**src/rtl/ram_port_arbiter.sv**
```systemverilog
// rtl/ram_port_arbiter.sv - CPU / VGA scanout arbiter for the shared single-port data RAM
// Video wins by default; the CPU is forced through after CPU_MAX_WAIT denied cycles.
module ram_port_arbiter #(
  parameter int ADDR_W       = 10,
  parameter int CPU_MAX_WAIT = 4,
  parameter int WAIT_W       = 4
) (
  input  logic              i_clk,
  input  logic              i_rst,
  input  logic              cpu_req,
  input  logic              cpu_we,
  input  logic [ADDR_W-1:0] cpu_addr,
  input  logic [31:0]       cpu_wdata,
  input  logic [3:0]        cpu_wstrb,
  output logic              cpu_gnt,
  output logic              cpu_rvalid,
  output logic [31:0]       cpu_rdata,
  input  logic              vid_req,
  input  logic [ADDR_W-1:0] vid_addr,
  output logic              vid_gnt,
  output logic              vid_rvalid,
  output logic [31:0]       vid_rdata,
  output logic              ram_en,
  output logic [3:0]        ram_we,
  output logic [ADDR_W-1:0] ram_addr,
  output logic [31:0]       ram_wdata,
  input  logic [31:0]       ram_rdata
);

  localparam logic [WAIT_W-1:0] MAX_WAIT = WAIT_W'(CPU_MAX_WAIT);

  logic [WAIT_W-1:0] r_wait_cnt;
  logic              r_own_rd;
  logic              r_own_cpu;
  logic [31:0]       r_cpu_rdata;
  logic [31:0]       r_vid_rdata;
  logic [ADDR_W-1:0] r_addr_hold;
  logic [31:0]       r_wdata_hold;
  logic              w_starved;
  logic              w_cpu_gnt;
  logic              w_vid_gnt;

  assign w_starved = (r_wait_cnt == MAX_WAIT);

  always_comb begin
    w_cpu_gnt = 1'b0;
    w_vid_gnt = 1'b0;
    if (!i_rst) begin
      if (cpu_req && (!vid_req || w_starved)) begin
        w_cpu_gnt = 1'b1;
      end else if (vid_req) begin
        w_vid_gnt = 1'b1;
      end
    end
  end

  // Idle cycles replay the last driven address/data so the RAM pins never float to X.
  always_comb begin
    ram_addr  = r_addr_hold;
    ram_wdata = r_wdata_hold;
    ram_we    = 4'b0000;
    if (w_cpu_gnt) begin
      ram_addr  = cpu_addr;
      ram_wdata = cpu_wdata;
      ram_we    = cpu_we ? cpu_wstrb : 4'b0000;
    end else if (w_vid_gnt) begin
      ram_addr = vid_addr;
    end
  end

  assign ram_en  = w_cpu_gnt | w_vid_gnt;
  assign cpu_gnt = w_cpu_gnt;
  assign vid_gnt = w_vid_gnt;

  always_ff @(posedge i_clk or posedge i_rst) begin
    if (i_rst) begin
      r_wait_cnt   <= '0;
      r_own_rd     <= 1'b0;
      r_own_cpu    <= 1'b0;
      r_cpu_rdata  <= '0;
      r_vid_rdata  <= '0;
      r_addr_hold  <= '0;
      r_wdata_hold <= '0;
    end else begin
      if (w_cpu_gnt || !cpu_req) begin
        r_wait_cnt <= '0;
      end else if (r_wait_cnt < MAX_WAIT) begin
        r_wait_cnt <= r_wait_cnt + 1'b1;
      end
      r_own_rd  <= w_vid_gnt | (w_cpu_gnt & ~cpu_we);
      r_own_cpu <= w_cpu_gnt;
      if (ram_en) begin
        r_addr_hold  <= ram_addr;
        r_wdata_hold <= ram_wdata;
      end
      if (r_own_rd && r_own_cpu) begin
        r_cpu_rdata <= ram_rdata;
      end
      if (r_own_rd && !r_own_cpu) begin
        r_vid_rdata <= ram_rdata;
      end
    end
  end

  // Read data is forwarded straight from the RAM in the return cycle, then held.
  assign cpu_rvalid = r_own_rd & r_own_cpu;
  assign vid_rvalid = r_own_rd & ~r_own_cpu;
  assign cpu_rdata  = cpu_rvalid ? ram_rdata : r_cpu_rdata;
  assign vid_rdata  = vid_rvalid ? ram_rdata : r_vid_rdata;

endmodule
```
**config.mk**
```make
export PLATFORM = sky130hd
export DESIGN_NAME = ram_port_arbiter
export DESIGN_NICKNAME = d
export VERILOG_FILES = /design/src/rtl/ram_port_arbiter.sv
export SDC_FILE = /design/constraint.sdc
export NUM_CORES = 1
export LEC_CHECK = 0
export CAP_MARGIN = 5
export CORE_AREA = 4 4 134 136
export CTS_CLUSTER_DIAMETER = 150
export DETAILED_ROUTE_END_ITERATION = 10
export DIE_AREA = 0 0 138 140
export SYNTH_ARGS = -nofsm -noshare
export SYNTH_HDL_FRONTEND = slang
export SYNTH_SLANG_ARGS = --single-unit
```
**constraint.sdc**
```tcl
create_clock -name i_clk -period 6.61 [get_ports i_clk]
set_input_delay 1.322 -clock i_clk [delete_from_list [all_inputs] [get_ports i_clk]]
set_output_delay 1.322 -clock i_clk [all_outputs]
set_load 0.02 [all_outputs]
```
-- Word level (Yosys, flattened, before mapping)
Cells that the tools add are included.
- register bits after elaboration: 112
- input port bits: 93
- output and inout bits: 115
- logic and storage cells: 40
- add/sub/neg operators: 1
- order comparisons: 1
- equal/unequal tests: 1
- mux-type cells: 14
- bitwise logic cells: 7
- reductions and logical operators: 9
- operators by type and width (kind ; number):
    $mux 32 ; 3
    $mux 10 ; 2
    $mux 4 ; 4
    $mux 1 ; 5
    $add 4x1->4 const B ; 1
    $eq 4x3->1 const B ; 1
    $lt 4x3->1 const B ; 1
    $and 1x1->1 ; 3
    $logic_and 1x1->1 ; 3
    $logic_not 1->1 ; 3
    $logic_or 1x1->1 ; 2
    $not 1->1 ; 2
    $or 1x1->1 ; 2
    $reduce_bool 2->1 ; 1

-- Longest topological paths before layout
- word-level depth: 7
- mapped depth: 7
- gate-level depth less buffers: 5

-- Worst setup path before layout
OpenSTA, ideal clock, no wires.
- path type: input to output
- start point: in i_rst
- end point: out ram_we[0]
- arrival: 4.783 ns
- slack: 0.505 ns
- stages: 5
- cell sequence: inv_1 -> o211a_1 -> buf_6 -> buf_2 -> and3_1
- word-level cells in the longest chain between the ends: 2
- ends and longest elaborated chain (what ; line ; RTL):
    start: declaration ; 9 ; input logic i_rst,
    $mux 1 ; 48 ; if (!i_rst) begin
    named net cpu_gnt ; 15 ; output logic cpu_gnt,
    $mux 4 ; 62 ; if (w_cpu_gnt) begin
    end: declaration ; 24 ; output logic [3:0] ram_we,
The timed path passes the listed nets, and every way through them passes these cells.

-- Worst setup path after layout
- start point: in i_rst
- end point: out ram_wdata[22]
- word-level cells in the longest chain between the ends: 2
- ends and longest elaborated chain (what ; line ; RTL):
    $mux 1 ; 48 ;
    $mux 32 ; 62 ;
    end: declaration ; 26 ; output logic [31:0] ram_wdata,
No other way between the ends.

==> impl_summary.md <==
Synthesis
Counting flops with a built-in enable in the synthesized netlist gives 0. The sequential fraction of the synthesis area is 56.8%. Counting every net in the synthesized netlist gives 415.

The area of the mapped netlist is 0.00493 mm2. After technology mapping, the gate count stands at 320. Among all flip-flop cells after synthesis, the most frequent one is sky130_fd_sc_hd__dfrtp_1. The cell type with the largest total area after synthesis is sky130_fd_sc_hd__dfrtp_1. The distinct cell type count of the synthesized netlist is 24. A synthesized cell averages 15.4 um2.

The share of the synthesized area in the top cell type is 56.8%. Synthesis inferred 112 register bits. The fraction of registers with async set/reset is 100%.

The most instantiated library cell after synthesis is sky130_fd_sc_hd__dfrtp_1. For this run, the number of Yosys warnings is 0. After synthesis, the cell types taking the most area are sky130_fd_sc_hd__dfrtp_1 (57%), sky130_fd_sc_hd__mux2_2 (22%), sky130_fd_sc_hd__mux2_4 (9.1%). Counting instances in the post-synthesis netlist gives the leading cell types as sky130_fd_sc_hd__dfrtp_1 (112), sky130_fd_sc_hd__mux2_2 (98), sky130_fd_sc_hd__mux2_4 (30).

Power
The clock network is responsible for 24.2% of the overall power. The maximum ir drop on the vdd rail is 0.168 mV. The proportion of power drawn by combinational gates is 37.1%. In this run the power spent charging and discharging nets is 0.660 mW. Summed over all cells, the static leakage comes to 3.15 nW. In this run the power density over the cells is 298 mW/mm2. Cell internal power was estimated by the tool at 1.59 mW. The switching part of the total power is 29.4%. The fraction of power consumed by sequential logic is 38.7%.

Clock tree
The clock passes through at most 2 buffers. After clock tree synthesis, the flow added hold-fix buffers numbering 0. The maximum level of the CTS H-tree is 3. The insertion delay of the later-clocked pin in the worst-skew pair is 0.35 ns. The library cell used as clock root buffer is sky130_fd_sc_hd__clkbuf_16. The clock-pin slew reported for the worst setup and hold paths after clock tree synthesis is 0.06 ns. The number of instances resized during post-cts repair is 0. TritonCTS built the clock tree.

Clock tree synthesis found a total of 112 sinks. In this run the post-CTS setup repair buffer count came out at 0. The CTS buffer count is 9.

Placed design
Once placement finished, the instance area stood at 0.00724 mm2. The final weighted congestion in routability-driven placement is 0.775. Prior to clock tree synthesis, the placed netlist has a worst setup slack of 1.23 ns. The placed wire-length estimate is 9140 um. The number of buffer cells added on primary ports is 207.

Timing
Setup repair after global routing left no endpoint under its margin. The ratio of final minimum period to clock period is 80.2%. The total count of max-transition violations in the final report is 0. Between clock sinks in the finished design, the worst skew comes to 0.00978 ns.

The maximum achievable frequency is 189 MHz. The post-route worst setup slack is 1.31 ns. The count of final setup violators is 0. The final-report hold violation count was 0.

The setup TNS after final layout is 0 ns. At the pin with the least slew margin, the transition time is 0.946 ns. Counting I/O delays and the setup requirement, the final critical path takes 5.30 ns. In this run the tightest slew margin relative to its limit is 36.9%.

Detailed routing
The routed design has 12300 um of wire. The routed via count is 3383. The routed via count divided by cell count is 4.47. After the first detailed-routing iteration, the DRC count stood at 98. After detailed routing, the number of remaining DRC violations is 0. Dividing the detail-routed wire length by the instance count gives 16.2 um. For this run, the detailed router's first-pass iteration total came to 4. The post-route antenna net violation count is 0.

Worst setup path
The element type at the critical path end is a primary output. The largest fanout on the critical path is 39. The critical path's largest stage delay is 0.55 ns. Walking the worst path, the cells encountered are clkdlybuf4s50_1, inv_4, o211a_4, buf_4, mux2_4, clkdlybuf4s50_1.

The cell at the slowest stage of the critical path is sky130_fd_sc_hd__clkdlybuf4s50_1. The worst setup path is of the primary input to primary output kind. The data arrival time of the critical path is 3.98 ns. The cell repeated most along the worst path is sky130_fd_sc_hd__clkdlybuf4s50_1. The category of the worst setup path launch point is a primary input. For the worst setup path, the data required time is 5.29 ns. The setup check on the worst reg-to-reg path leaves a slack of 4.55 ns.

Global routing
The first global-routing pass estimated 20000 um of wire. Global routing used 12.7% of the available tracks. The number of global-route vias before repair is 3696.

Entering global routing, the biggest net connects 76 pins. Summed over all layers, the global routing overflow is 0. The initial antenna violation count is 0.

Worst hold path
The min-delay analysis places its worst path in the category register to register.

Floorplan
The placeable core area is 0.0169 mm2. The floorplan has 48 rows. The effective utilization at floorplan is 29.1%. In this run the vertical extent of the chip is 140 um. The total I/O pin count is 208. The floorplan step set the die width to 138 um.

The die covers 0.0193 mm2.

Final layout
In the final layout, flip-flops and latches occupy 0.00280 mm2. For this run, the post-layout net count is 621. The filler cells instantiated in the layout total 1537. 0 antenna diodes ended up in the layout. The layout-stage area growth over the synthesis result is 52.9%. The share of cells above drive strength 1 is 29.0%. The area of the multi-input gates is 0.00199 mm2. The finished cells cover 0.00754 mm2.

Outcome
The flow ran to the end, and the final reports show no timing, DRC or antenna violations.

Flow run
The tool flagged a number of max-cap violations equal to 0.
-- worst max-delay path: cells and delay by family --
family / cells / cell delay, ns
AOI/OAI and AO/OA: 1 / 0.51
muxes: 1 / 0.33
buffers and inverters: 4 / 1.80
-- path summary, 6_finish.rpt --
path | start | end | cells after the start
min | r_vid_rdata[0] | r_vid_rdata[0] | 1
max | i_rst | ram_wdata[22] | 6
min reg2reg | r_vid_rdata[0] | r_vid_rdata[0] | 1
min in group asynchronous | i_rst | r_wdata_hold[27] | 2
max in group asynchronous | i_rst | r_vid_rdata[0] | 3
max reg2reg | r_wait_cnt[0] | r_wdata_hold[16] | 6
-- layout make-up --
type	instances	share of cell area, %
multi-input combinational	181	26.4
inverter	7	0.382
timing repair buffer	215	28.3
clock inverter	4	0.697
clock buffer	12	3.27
tap	225	3.74
sequential	112	37.2
-- power groups by stage --
stage	logic [mW]	clock network (mW)	registers, mW
2_1_floorplan	0.461	0	0.866
3_3_place_gp	0.834	0	0.879
3_5_place_dp	0.844	0	0.883
4_1_cts	0.848	0.569	0.870
5_1_grt	0.886	0.596	0.883
6_report	0.834	0.544	0.868
-- flip-flops by register name, summed over array words and instances, names as in the netlist --
signal        cells
r_wait_cnt        4
r_cpu_rdata      32
r_own_rd          1
r_addr_hold      10
r_wdata_hold     32
r_vid_rdata      32
r_own_cpu         1
-- cell families (layout without fill, tap and decap cells) --
family	count (synthesis)	after routing	share of synthesized area, %
simple gates	24	24	2.89
mux	129	129	31.7
xor+xnor	1	1	0.178
compound gates	25	25	4.92
fa+ha+maj	2	2	0.507
buf+inv	27	238	2.94
flops	112	112	56.8
-- metal layers --
metal  vias up  global-route usage (%)  part of all wire, %
li1       1575                       -                    -
met1      1670                    15.5                   44
met5         -                       0                    0
met3        14                    4.44                  6.2
met4         0                    3.85                  1.5
met2       124                    21.3                   49
-- through the flow --
step	std cells	util [%]	power, mW	hold WS (ns)
floorplan	320	-	1.33	0.477
global placement	740	42.7	1.71	0.479
detailed placement	740	42.7	1.73	0.486
CTS	756	44.5	2.29	0.503
global route	756	44.5	2.36	0.514
finish	756	44.5	2.25	0.497
-- cells in the final DEF, fill, tap and decap left out, types with 2 or more instances in the layout --
master / instances
sky130_fd_sc_hd__and2_1: 10
sky130_fd_sc_hd__mux2_2: 98
sky130_fd_sc_hd__nor3b_1: 2
sky130_fd_sc_hd__buf_4: 8
sky130_fd_sc_hd__dfrtp_1: 112
sky130_fd_sc_hd__inv_1: 6
sky130_fd_sc_hd__a221o_1: 20
sky130_fd_sc_hd__nor2_1: 3
sky130_fd_sc_hd__clkdlybuf4s50_1: 207
sky130_fd_sc_hd__ha_1: 2
sky130_fd_sc_hd__nand2_1: 2
sky130_fd_sc_hd__and3_1: 4
sky130_fd_sc_hd__mux2_4: 30
sky130_fd_sc_hd__clkbuf_16: 9
sky130_fd_sc_hd__clkbuf_1: 2
Power figures use the tool's default switching activity.
==> RTL change 1 (same settings) <==
The parameter `ADDR_W` goes from 10 to 8.
--- a/src/rtl/ram_port_arbiter.sv
+++ b/src/rtl/ram_port_arbiter.sv
@@ -3,3 +3,3 @@
 module ram_port_arbiter #(
-  parameter int ADDR_W       = 10,
+  parameter int ADDR_W       = 8,
   parameter int CPU_MAX_WAIT = 4,
Ports: changed (resized cpu_addr, ram_addr and vid_addr); port bits go from 208 to 202. The function was not compared with the original's and may differ.
==> RTL change 1 against the unedited design <==
Maximum frequency increased by 4.6%. Area after synthesis increased by 2.7%. Total power decreased by 1.9%. Routed wire length decreased by 0.29%. Critical path type unchanged. Synthesized cell count decreased by 3.1%. Global-route usage decreased by 0.086 points. Via count decreased by 2.7%. Clock power decreased by 4.8%. Sequential share of layout area decreased by 0.49 points. Sequential cell count decreased by 2. Worst setup slack improved by 230 ps. Highest routed layer unchanged. Critical path depth decreased by 1. Cell area decreased by 0.48%.
==> RTL change 1: results <==
[route]
drt_iter0_drc = 124
detail_route.wirelength_um = 12230
vias = 3292
drt_pass1_iterations = 4

[global_routing]
groute.usage.overall_pct = 12.64
antenna_found_initial = 0
grt_pass1_wl_um = 19820
grt_pass1_vias = 3704
grt_max_degree = 62

[run_status]
run_status = complete, no violations

[timing]
tightest_slew_ps = 1042
worst_clock_skew_ps = 6.068

[placement]
gp_routability_congestion = 0.7423
io_buffers = 201
detailed_placer_s_ending_hpwl_um = 9016

[logic_synthesis]
post_synth_fa_ha_maj_area_fraction_pct = 0.4942
mapped_nets = 401
post_synth_mux_area_share_pct = 33.41
parity_gate_share_of_the_synthesized_area_counting_xor_and_xnor_cells_pct = 0.1730
synth.cells.most_frequent = dfrtp_1, mux2_1, mux2_4
synth_flop_cell = dfrtp_1
ys_warn_count = 0
synth-async-reset-ratio_pct = 100.0
post_synth_num_cell_types = 28
post_synthesis_compound_gate_area_fraction_pct = 4.299
cells_taking_the_most_area_after_synthesis = dfrtp_1, mux2_4, mux2_1
synth.yosys.seq_area_share_pct = 54.36

[clock_network]
cts_max_level = 3
ctsRootBufferMaster = clkbuf_16
clockBufferDepth = 2
clk_latency_ps = 340
cts_setup_buffers = 0
cts.clk_slew.worst_paths_ps = 60
cts_bufs_inserted = 9
postcts_resize_cnt = 0

[worst_hold_path]
worstHoldPathType = reg -> reg

[cells_and_area]
fin_nets = 601
biggestRegsByFlops = r_cpu_rdata: 32 flops, r_vid_rdata: 32 flops, r_wdata_hold: 32 flops
final_antenna_diode_count = 0
final_layout_size_suffix_gt1_share_pct = 17.54

[critical_path]
crit_fanout = 36
critPathArrivalTime_ps = 3750

[power]
static_leakage_nw = 3.183
ir_worst_vdd_mv = 0.1148
## RTL change 1: path summary, 6_finish.rpt
check	startpoint	to	slack [ps]	depth (start not counted)
max in group asynchronous	i_rst	r_vid_rdata[27]	3790	4
min	r_vid_rdata[25]	r_vid_rdata[25]	490	1
max reg2reg	r_wait_cnt[0]	r_wdata_hold[13]	4510	6
min reg2reg	r_vid_rdata[25]	r_vid_rdata[25]	490	1
max	cpu_req	ram_wdata[1]	1540	5
min in group asynchronous	i_rst	r_own_rd	1640	3
## RTL change 1: per-stage QoR
step	area, sq um	total power, W	utilization [%]	setup WS, ps	cells
2_1_floorplan	5064	0.001316	-	573.8	310
3_3_place_gp	7218	0.001695	42.62	1597	724
3_5_place_dp	7218	0.001707	42.62	1534	724
4_1_cts	7501	0.002240	44.29	1524	738
5_1_grt	7501	0.002316	44.29	1452	738
6_report	7501	0.002205	44.29	1540	738
## RTL change 1: power by group
group          leakage (nW)  switching, W  total, W  internal (W)
Sequential             1.30     0.0000483  0.000858      0.000810
Clock                 0.137      0.000234  0.000518      0.000284
Combinational          1.74      0.000376  0.000828      0.000452
Total                  3.18      0.000658   0.00220       0.00155
## RTL change 1: area by class of cell
class / instances / area (sq um)
Inverter: 7 / 28.78
Tap cell: 225 / 281.5
Timing Repair Buffer: 207 / 2069
Clock inverter: 2 / 16.27
Fill cell: 1545 / 9435
Multi-Input combinational cell: 175 / 2086
Clock buffer: 12 / 266.5
Sequential cell: 110 / 2753
## RTL change 1: layer usage
| layer | track usage [%] | up-vias | part of all wire, % | wire length, um |
|---|---|---|---|---|
| met2 | 20.35 | 134 | 47 | 5764 |
| met4 | 5.772 | 0 | 2.4 | 298 |
| met3 | 3.790 | 20 | 6.4 | 777 |
| met5 | 0 | - | 0 | 0 |
| met1 | 15.72 | 1622 | 44 | 5385 |
| li1 | - | 1516 | - | - |
## RTL change 1: cells by family (layout without fill, tap and decap cells)
family / count (synthesis) / after routing
simple gates: 22 / 22
flops: 110 / 110
compound gates: 21 / 21
xor+xnor: 1 / 1
mux: 129 / 129
buf+inv: 25 / 228
fa+ha+maj: 2 / 2
## RTL change 1: critical path: stages
cell             delay, ps
clkdlybuf4s50_1        650
o211a_4                520
buf_12                 330
mux2_4                 330
clkdlybuf4s50_1        560
==> RTL change 2 (same settings) <==
Without the edit above. Reset style: synchronous (`i_rst`), changed in one clocked block.
--- a/src/rtl/ram_port_arbiter.sv
+++ b/src/rtl/ram_port_arbiter.sv
@@ -74,3 +74,3 @@
 
-  always_ff @(posedge i_clk or posedge i_rst) begin
+  always_ff @(posedge i_clk) begin
     if (i_rst) begin
Behaviour: differs if i_rst is asserted again (counterexample within 4 cycles, from zero or initial values and one cycle with i_rst high); with i_rst held inactive, the same outputs for 10 cycles.
==> RTL change 2 against the unedited design <==
Worst setup slack lost 300 ps. Synthesized cell count grew 44%. Die area is the same. Routed wire length grew 14%. Critical path type unchanged. Clock skew shrank 2.5 ps. Count of clock-buffer cells in the layout shrank 2. Cell area grew 1.2%. Sequential cell count is the same. Area after synthesis grew 3.0%.
Power is not compared: it rests on default switching activity, and its combinational part moved more than twofold at a synthesized area within 25%.
==> RTL change 2: results <==
[route]
viasPerCell = 4.675
detail_route.wirelength_um = 13980
drt_iter0_drc = 156
vias = 4100
drcViolationCount = 0

[logic_synthesis]
cells_taking_the_most_area_after_synthesis = dfxtp_1, mux2_2, nor2b_1
synth_flop_cell = dfxtp_1
mapped_nets = 556
synth.top_cell.area_share_pct = 44.13
syn-instance-count = 461
synth.yosys.seq_area_share_pct = 44.13

[placement]
area_of_placed_instances_sq_um = 7296
place_worst_setup_slack_ps = 988.7
number_of_cells_in_the_design_after_placement = 861
gp_routability_congestion = 0.8286

[worst_hold_path]
holdCritStartpoint = r_wdata_hold[1]
hold_path_end = r_wdata_hold[1]
min_path_cells = 2

[power]
static_leakage_nw = 2.976

[critical_path]
critPathArrivalTime_ps = 4280
crit_startpoint = cpu_req
critical_register_to_register_path_startpoint = r_wait_cnt[0]
reg2reg_slack_ps = 4130
rr_endpoint = r_wdata_hold[20]
worstRegToRegCells = 7
crit_fanout = 35

[global_routing]
grt_max_degree = 109
groute.usage.overall_pct = 14.12
grt_pass1_vias = 4229
grt_pass1_wl_um = 22470

[timing]
tightest_slew_ps = 1082

[cells_and_area]
nFillCells = 1598
final_layout_size_suffix_gt1_share_pct = 19.94
fin_nets = 742

[run_status]
run_status = complete, no violations
[RTL change 2: cell count changes in the layout (fill, tap and decap cells not counted), moves of 13 or more]
cell and delta:
dfrtp_1 -112, dfxtp_1 +112, nor2b_1 +76, mux2_2 -23
nand2b_1 +21, o2bb2ai_1 +21, a221o_1 -20, nand2_1 +13
[RTL change 2: layer usage]
layer  global-route usage, %  wire length [um]  share of wire (%)
met2                   22.74              6295                 45
met3                   4.063               943                6.7
met1                   18.01              6501                 46
met5                       0                 0                  0
met4                   5.356               241                1.7
[RTL change 2: cell type report]
class | count | area [sq um] | share of cell area (%)
Tap cell | 225 | 281.5 | 3.690
Multi-Input combinational cell | 306 | 2638 | 34.57
Inverter | 8 | 30.03 | 0.3936
Clock inverter | 6 | 95.09 | 1.246
Sequential cell | 112 | 2242 | 29.39
Clock buffer | 10 | 239.0 | 3.132
Timing Repair Buffer | 210 | 2105 | 27.58
[RTL change 2: worst max path at each step]
stage | to | slack, ps | cells after the start
after global placement | ram_wdata[23] | 1140 | 7
after CTS | ram_wdata[29] | 990 | 7
final | ram_wdata[29] | 1000 | 7
after floorplan | ram_wdata[0] | 2830 | 6
after global routing | ram_wdata[19] | 830 | 7
after detailed placement | ram_wdata[29] | 990 | 7
[RTL change 2: cells by family after synthesis]
group           count (synthesis)  synth area share (%)
flops                         112                 44.13
mux                           107                 25.93
buf+inv                        43                 4.186
compound gates                 61                 9.653
fa+ha+maj                       2                0.4924
simple gates                  136                 15.61
[RTL change 2: metrics by stage]
| step | hold slack (ps) | util [%] |
|---|---|---|
| floorplan | 439.0 | - |
| global placement | 453.0 | 43.08 |
| global route | 488.4 | 45.05 |
| CTS | 470.6 | 45.05 |
| finish | 468.2 | 45.05 |
| detailed placement | 459.3 | 43.08 |
[RTL change 2: where the power goes]
| part | internal (W) | total (W) | switching [W] |
|---|---|---|---|
| clock | 0.000348 | 0.000610 | 0.000262 |
| sequential | 0.000702 | 0.000713 | 0.0000109 |
| combinational | 0.000189 | 0.000341 | 0.000152 |
[RTL change 2: critical path: stages]
cell and delay [ps]:
clkdlybuf4s50_1 540, and2b_1 450, o21ai_4 260, inv_2 510
buf_12 310, mux2_4 320, clkdlybuf4s50_1 550
